`config.mk`:
```
export PLATFORM = sky130hd
export DESIGN_NAME = lfsr_rng
export DESIGN_NICKNAME = d
export VERILOG_FILES = /design/src/rtl/lfsr_pkg.sv /design/src/rtl/lfsr_core.sv /design/src/rtl/lfsr_rng.sv
export SDC_FILE = /design/constraint.sdc
export NUM_CORES = 1
export LEC_CHECK = 0
export BUFFER_PORTS_ARGS = -buffer_cell sky130_fd_sc_hd__buf_4
export CAP_MARGIN = 20
export CORE_ASPECT_RATIO = 0.7
export CORE_UTILIZATION = 35
export DETAILED_ROUTE_END_ITERATION = 10
export PLACE_DENSITY = 0.67
export SLEW_MARGIN = 20
export SYNTH_ARGS = -nofsm -noshare
export SYNTH_HDL_FRONTEND = slang
export SYNTH_SLANG_ARGS = --single-unit
```
`constraint.sdc`:
```
create_clock -name clk -period 3.24 [get_ports clk]
set_clock_uncertainty 0.1 [all_clocks]
set_input_delay 0.486 -clock clk [delete_from_list [all_inputs] [get_ports clk]]
set_output_delay 0.486 -clock clk [all_outputs]
set_load 0.03 [all_outputs]
```
`src/rtl/lfsr_pkg.sv`:
```
// Shared types and default feedback tap masks for the LFSR random number generator.
package lfsr_pkg;

   typedef enum logic [1:0] {IDLE, GEN, DONE} lfsr_fsm_t;

   localparam logic [3:0]  TAPS_W4  = 4'b0011;
   localparam logic [7:0]  TAPS_W8  = 8'b0001_1101;
   localparam logic [9:0]  TAPS_W10 = 10'b00_0000_1001;
   localparam logic [15:0] TAPS_W16 = 16'b0000_0000_0010_1101;

endpackage

```
`src/rtl/lfsr_core.sv`:
```
// Fibonacci XNOR LFSR state register with seed load, all-ones lock-up recovery
// and period detection against the last loaded (or reset) value.
module lfsr_core
   import lfsr_pkg::*;
#(
   parameter int unsigned          WIDTH = 10,
   parameter logic [WIDTH-1:0]     TAPS  = TAPS_W10,
   parameter logic [WIDTH-1:0]     SEED  = '0
) (
   input  logic             clk,
   input  logic             reset,
   input  logic             i_load,
   input  logic [WIDTH-1:0] i_seed,
   input  logic             i_step,
   output logic [WIDTH-1:0] o_state,
   output logic             o_lockup,
   output logic             o_period_done,
   output logic             o_replace
);

   logic [WIDTH-1:0] r_state;
   logic [WIDTH-1:0] r_ref;
   logic             r_lockup;
   logic             r_period;
   logic             w_fb;
   logic             w_allones;
   logic [WIDTH-1:0] w_next;

   assign w_fb      = ~^(r_state & TAPS);
   assign w_next    = {w_fb, r_state[WIDTH-1:1]};
   assign w_allones = &r_state;
   // State is overwritten this edge (load or recovery), so no step is taken.
   assign o_replace = i_load | w_allones;

   always_ff @(posedge clk or posedge reset) begin
      if (reset) begin
         r_state  <= SEED;
         r_ref    <= SEED;
         r_lockup <= 1'b0;
         r_period <= 1'b0;
      end else begin
         r_lockup <= 1'b0;
         r_period <= 1'b0;
         if (i_load) begin
            r_state <= i_seed;
            r_ref   <= i_seed;
         end else if (w_allones) begin
            r_state  <= SEED;
            r_lockup <= 1'b1;
         end else if (i_step) begin
            r_state  <= w_next;
            r_period <= (w_next == r_ref);
         end
      end
   end

   assign o_state       = r_state;
   assign o_lockup      = r_lockup;
   assign o_period_done = r_period;

endmodule

```
`src/rtl/lfsr_rng.sv`:
```
// LFSR random number generator: free-running stepping plus a ready/valid draw
// port that shifts OUT_BITS fresh serial bits out of the LFSR per request.
module lfsr_rng
   import lfsr_pkg::*;
#(
   parameter int unsigned      WIDTH    = 10,
   parameter logic [WIDTH-1:0] TAPS     = TAPS_W10,
   parameter logic [WIDTH-1:0] SEED     = '0,
   parameter int unsigned      OUT_BITS = 4
) (
   input  logic                clk,
   input  logic                reset,
   input  logic                en,
   input  logic                load,
   input  logic [WIDTH-1:0]    seed_in,
   input  logic                req_valid,
   output logic                req_ready,
   output logic                rsp_valid,
   input  logic                rsp_ready,
   output logic [OUT_BITS-1:0] rsp_data,
   output logic [WIDTH-1:0]    state_out,
   output logic                lockup,
   output logic                period_done
);

   localparam int unsigned    CW   = $clog2(OUT_BITS + 1);
   localparam logic [CW-1:0]  LAST = CW'(OUT_BITS - 1);

   lfsr_fsm_t           r_fsm, w_fsm_nxt;
   logic [CW-1:0]       r_cnt, w_cnt_nxt;
   logic [OUT_BITS-1:0] r_rsp_data, w_data_nxt;
   logic [OUT_BITS-1:0] w_shifted;
   logic [WIDTH-1:0]    w_state;
   logic                w_step;
   logic                w_replace;

   assign w_step = (r_fsm == GEN) || (en && (r_fsm != GEN));

   lfsr_core #(
      .WIDTH (WIDTH),
      .TAPS  (TAPS),
      .SEED  (SEED)
   ) u_core (
      .clk           (clk),
      .reset         (reset),
      .i_load        (load),
      .i_seed        (seed_in),
      .i_step        (w_step),
      .o_state       (w_state),
      .o_lockup      (lockup),
      .o_period_done (period_done),
      .o_replace     (w_replace)
   );

   if (OUT_BITS == 1) begin : g_one
      assign w_shifted = w_state[0];
   end else begin : g_many
      assign w_shifted = {r_rsp_data[OUT_BITS-2:0], w_state[0]};
   end

   always_ff @(posedge clk or posedge reset) begin
      if (reset) begin
         r_fsm      <= IDLE;
         r_cnt      <= '0;
         r_rsp_data <= '0;
      end else begin
         r_fsm      <= w_fsm_nxt;
         r_cnt      <= w_cnt_nxt;
         r_rsp_data <= w_data_nxt;
      end
   end

   always_comb begin
      w_fsm_nxt  = r_fsm;
      w_cnt_nxt  = r_cnt;
      w_data_nxt = r_rsp_data;
      case (r_fsm)
         IDLE: begin
            if (req_valid) begin
               w_fsm_nxt  = GEN;
               w_cnt_nxt  = '0;
               w_data_nxt = '0;
            end
         end
         GEN: begin
            // A replaced state carries no fresh bit; wait for the next step.
            if (!w_replace) begin
               w_data_nxt = w_shifted;
               w_cnt_nxt  = r_cnt + CW'(1);
               if (r_cnt == LAST) begin
                  w_fsm_nxt = DONE;
               end
            end
         end
         DONE: begin
            if (rsp_ready) begin
               w_fsm_nxt = IDLE;
            end
         end
         default: w_fsm_nxt = IDLE;
      endcase
   end

   assign req_ready = (r_fsm == IDLE);
   assign rsp_valid = (r_fsm == DONE);
   assign rsp_data  = r_rsp_data;
   assign state_out = w_state;

endmodule

```
==> results.py <==
metrics = {
    "power_and_ir_drop": {
        "p_per_area_nw_per_um2": 726,
        "ir_worst_vdd_mv": 0.316,
        "p_leak_nw": 0.873,
    },
    "cts": {
        "cts_tree": "built",
        "postCtsResizedCells": 0,
        "hold_buffers": 0,
        "cts_buffer_depth": 2,
        "clock-sinks": 31,
        "clk_latency_ns": 0.28,
        "post_cts_buffers": 0,
        "root_buffer": "clkbuf_8",
        "clk_pin_slew_ns": 0.07,
        "cts_max_level": 2,
        "cts_inserted_buffers": 5,
    },
    "layout": {
        "final_layout_size_suffix_gt1_frac": 0.250,
        "areaGrowthSynthToFinish_pct": 25.6,
        "final_util": 0.470,
        "ff_latch_area_um2": 776,
        "multi_input_area_um2": 649,
        "antenna_cells": 0,
        "fin_nets": 201,
        "fill_cells": 368,
    },
    "detailed_routing": {
        "wire_per_inst_um": 14.5,
        "viasPerCell": 5.14,
        "via_count": 1213,
        "drc": 0,
        "routed_wl_mm": 3.43,
        "drt_iter0_markers": 46,
        "drt_pass1_iterations": 4,
        "final_antenna_net_count": 0,
    },
    "grt": {
        "antenna_found_initial": 0,
        "first_global_vias": 1244,
        "grtUsageTotal": 0.175,
        "grt_max_degree": 32,
        "grt_remaining_overflow": 0,
        "grt_pass1_wl_mm": 5.84,
    },
    "timing": {
        "max_slew_margin": 0.564,
        "slew_violations": 0,
        "timing.final.crit_period_ns": 1.93,
        "tightestPinTransition_ns": 0.650,
        "worst_hold_slack_ns": 0.183,
        "period_share": 0.595,
        "rsz0062_at_grt": "no",
        "hold_viol_final": 0,
        "fin_tns_setup_ns": 0,
        "setup_viol": 0,
        "max_freq_mhz": 519,
    },
    "setup_path": {
        "setup.worst_path.end_class": "register",
        "required_ns": 3.32,
        "worst_setup_path_start_kind": "register",
        "crit_arrival_ns": 2.00,
        "timing.setup.critical_path_class": "register to register",
        "worstPathMaxFanout": 16,
    },
    "yosys": {
        "ys_warn_count": 0,
        "synth.distinct_cells": 30,
        "synthesis.nets": 165,
        "synth_edf_count": 0,
        "ys.flop_type": "dfrtp_1",
        "syn_inst": 147,
        "synth.most_common_cell": "dfrtp_1",
        "synthTopCellsByArea": "dfrtp_1 (52%), o21ai_0 (6.7%), xnor2_1 (5.8%), nand2_1 (5.2%), mux2i_1 (4.0%)",
        "yosysSeqAreaShare": 0.516,
        "avgSynthCellArea_um2": 10.2,
        "async_reset_ff_frac": 1.00,
        "synth-seq-cells": 31,
        "synth_top_area_cell": "dfrtp_1",
        "synth_top_area_frac": 0.516,
        "synth_common_cells": "dfrtp_1 (31), nand2_1 (21), o21ai_0 (20)",
        "syn-cell-area_um2": 1500,
    },
    "worst_hold_path": {
        "hold_class": "primary input to async pin",
    },
    "place": {
        "port_buffers": 33,
        "gp_congestion": 0.762,
        "dp_hpwl_mm": 2.46,
    },
    "floorplan": {
        "die_h_um": 56.8,
        "core_area_um2": 4020,
        "dieArea_um2": 4560,
        "io_pins": 34,
        "rows": 19,
        "initial_core_util": 0.374,
        "die_x_um": 80.3,
    },
    "status": {
        "outcome": "completed",
    },
    "job": {
        "maxCapViolations": 0,
    },
}
## sequential cells by signal, summed over array words and instances (netlist names)
| register | count |
|---|---|
| rsp_data | 4 |
| u_core.o_period_done | 1 |
| r_fsm | 2 |
| u_core.o_lockup | 1 |
| r_cnt | 3 |
| u_core.o_state | 10 |
| u_core.r_ref | 10 |
## per-stage QoR
step	cells	setup WS, ns	cell area (um2)	total power [W]
2_1_floorplan	147	1.53	1500	0.000911
3_3_place_gp	227	1.16	1800	0.00106
3_5_place_dp	227	1.08	1800	0.00108
4_1_cts	235	1.01	1880	0.00138
5_1_grt	236	1.17	1890	0.00146
6_report	236	1.31	1890	0.00137
## final timing paths
kind                            slack, ns       from              endpoint  cells after the start
worst max-delay path                 1.31   r_fsm[0]  u_core.o_period_done                      4
worst min-delay path                 0.18      reset              r_cnt[2]                      3
worst max register to register       1.31   r_fsm[0]  u_core.o_period_done                      4
worst min register to register       0.41   r_cnt[2]              r_cnt[2]                      1
max in group asynchronous            2.57      reset           rsp_data[0]                      3
min in group clk                     0.27  rsp_ready              r_fsm[1]                      2
## cell usage in the layout, fill, tap and decap left out, types with 4 or more instances in the layout
cell type,synthesis,final
a2bb2oi_1,5,5
o21ai_0,20,20
clkbuf_8,0,5
dfrtp_1,31,31
buf_4,0,35
xnor2_1,10,10
inv_1,14,14
o21bai_1,4,4
mux2i_1,6,6
nand2_1,21,21
## cells by family after synthesis
logic type / share of synthesized area
buffers and inverters: 0.0516
xor gates and xnor gates: 0.0641
and+or+nand+nor: 0.116
AOI/OAI and AO/OA: 0.196
DFF: 0.516
muxes: 0.0400
adders and majority gates: 0.0167
## worst max-delay path, stage by stage (launching register included)
cell and delay [ns]:
dfrtp_1 0.61, a21oi_1 0.23, buf_4 0.23, or3_1 0.38, nor4_1 0.27
## power breakdown
group          leakage (nW)  switching (W)  total, W  internal, W
Combinational         0.447       0.000277  0.000493     0.000216
Sequential            0.384       0.000113  0.000584     0.000471
Clock                0.0422       0.000143  0.000294     0.000151
Total                 0.873       0.000532   0.00137     0.000838
## routing by layer
metal | global-route usage | part of all wire
met2 | 0.280 | 0.46
met3 | 0.0488 | 0.040
met5 | 0 | 0
met1 | 0.227 | 0.48
met4 | 0.0612 | 0.012
## final cells by class
| type | instances | share of cell area |
|---|---|---|
| Timing Repair Buffer | 35 | 0.139 |
| Multi-Input combinational cell | 96 | 0.344 |
| Tap cell | 52 | 0.0345 |
| Sequential cell | 31 | 0.411 |
| Clock buffer | 7 | 0.0405 |
| Clock inverter | 1 | 0.00265 |
| Inverter | 14 | 0.0279 |
(Power assumes the default switching activity.)
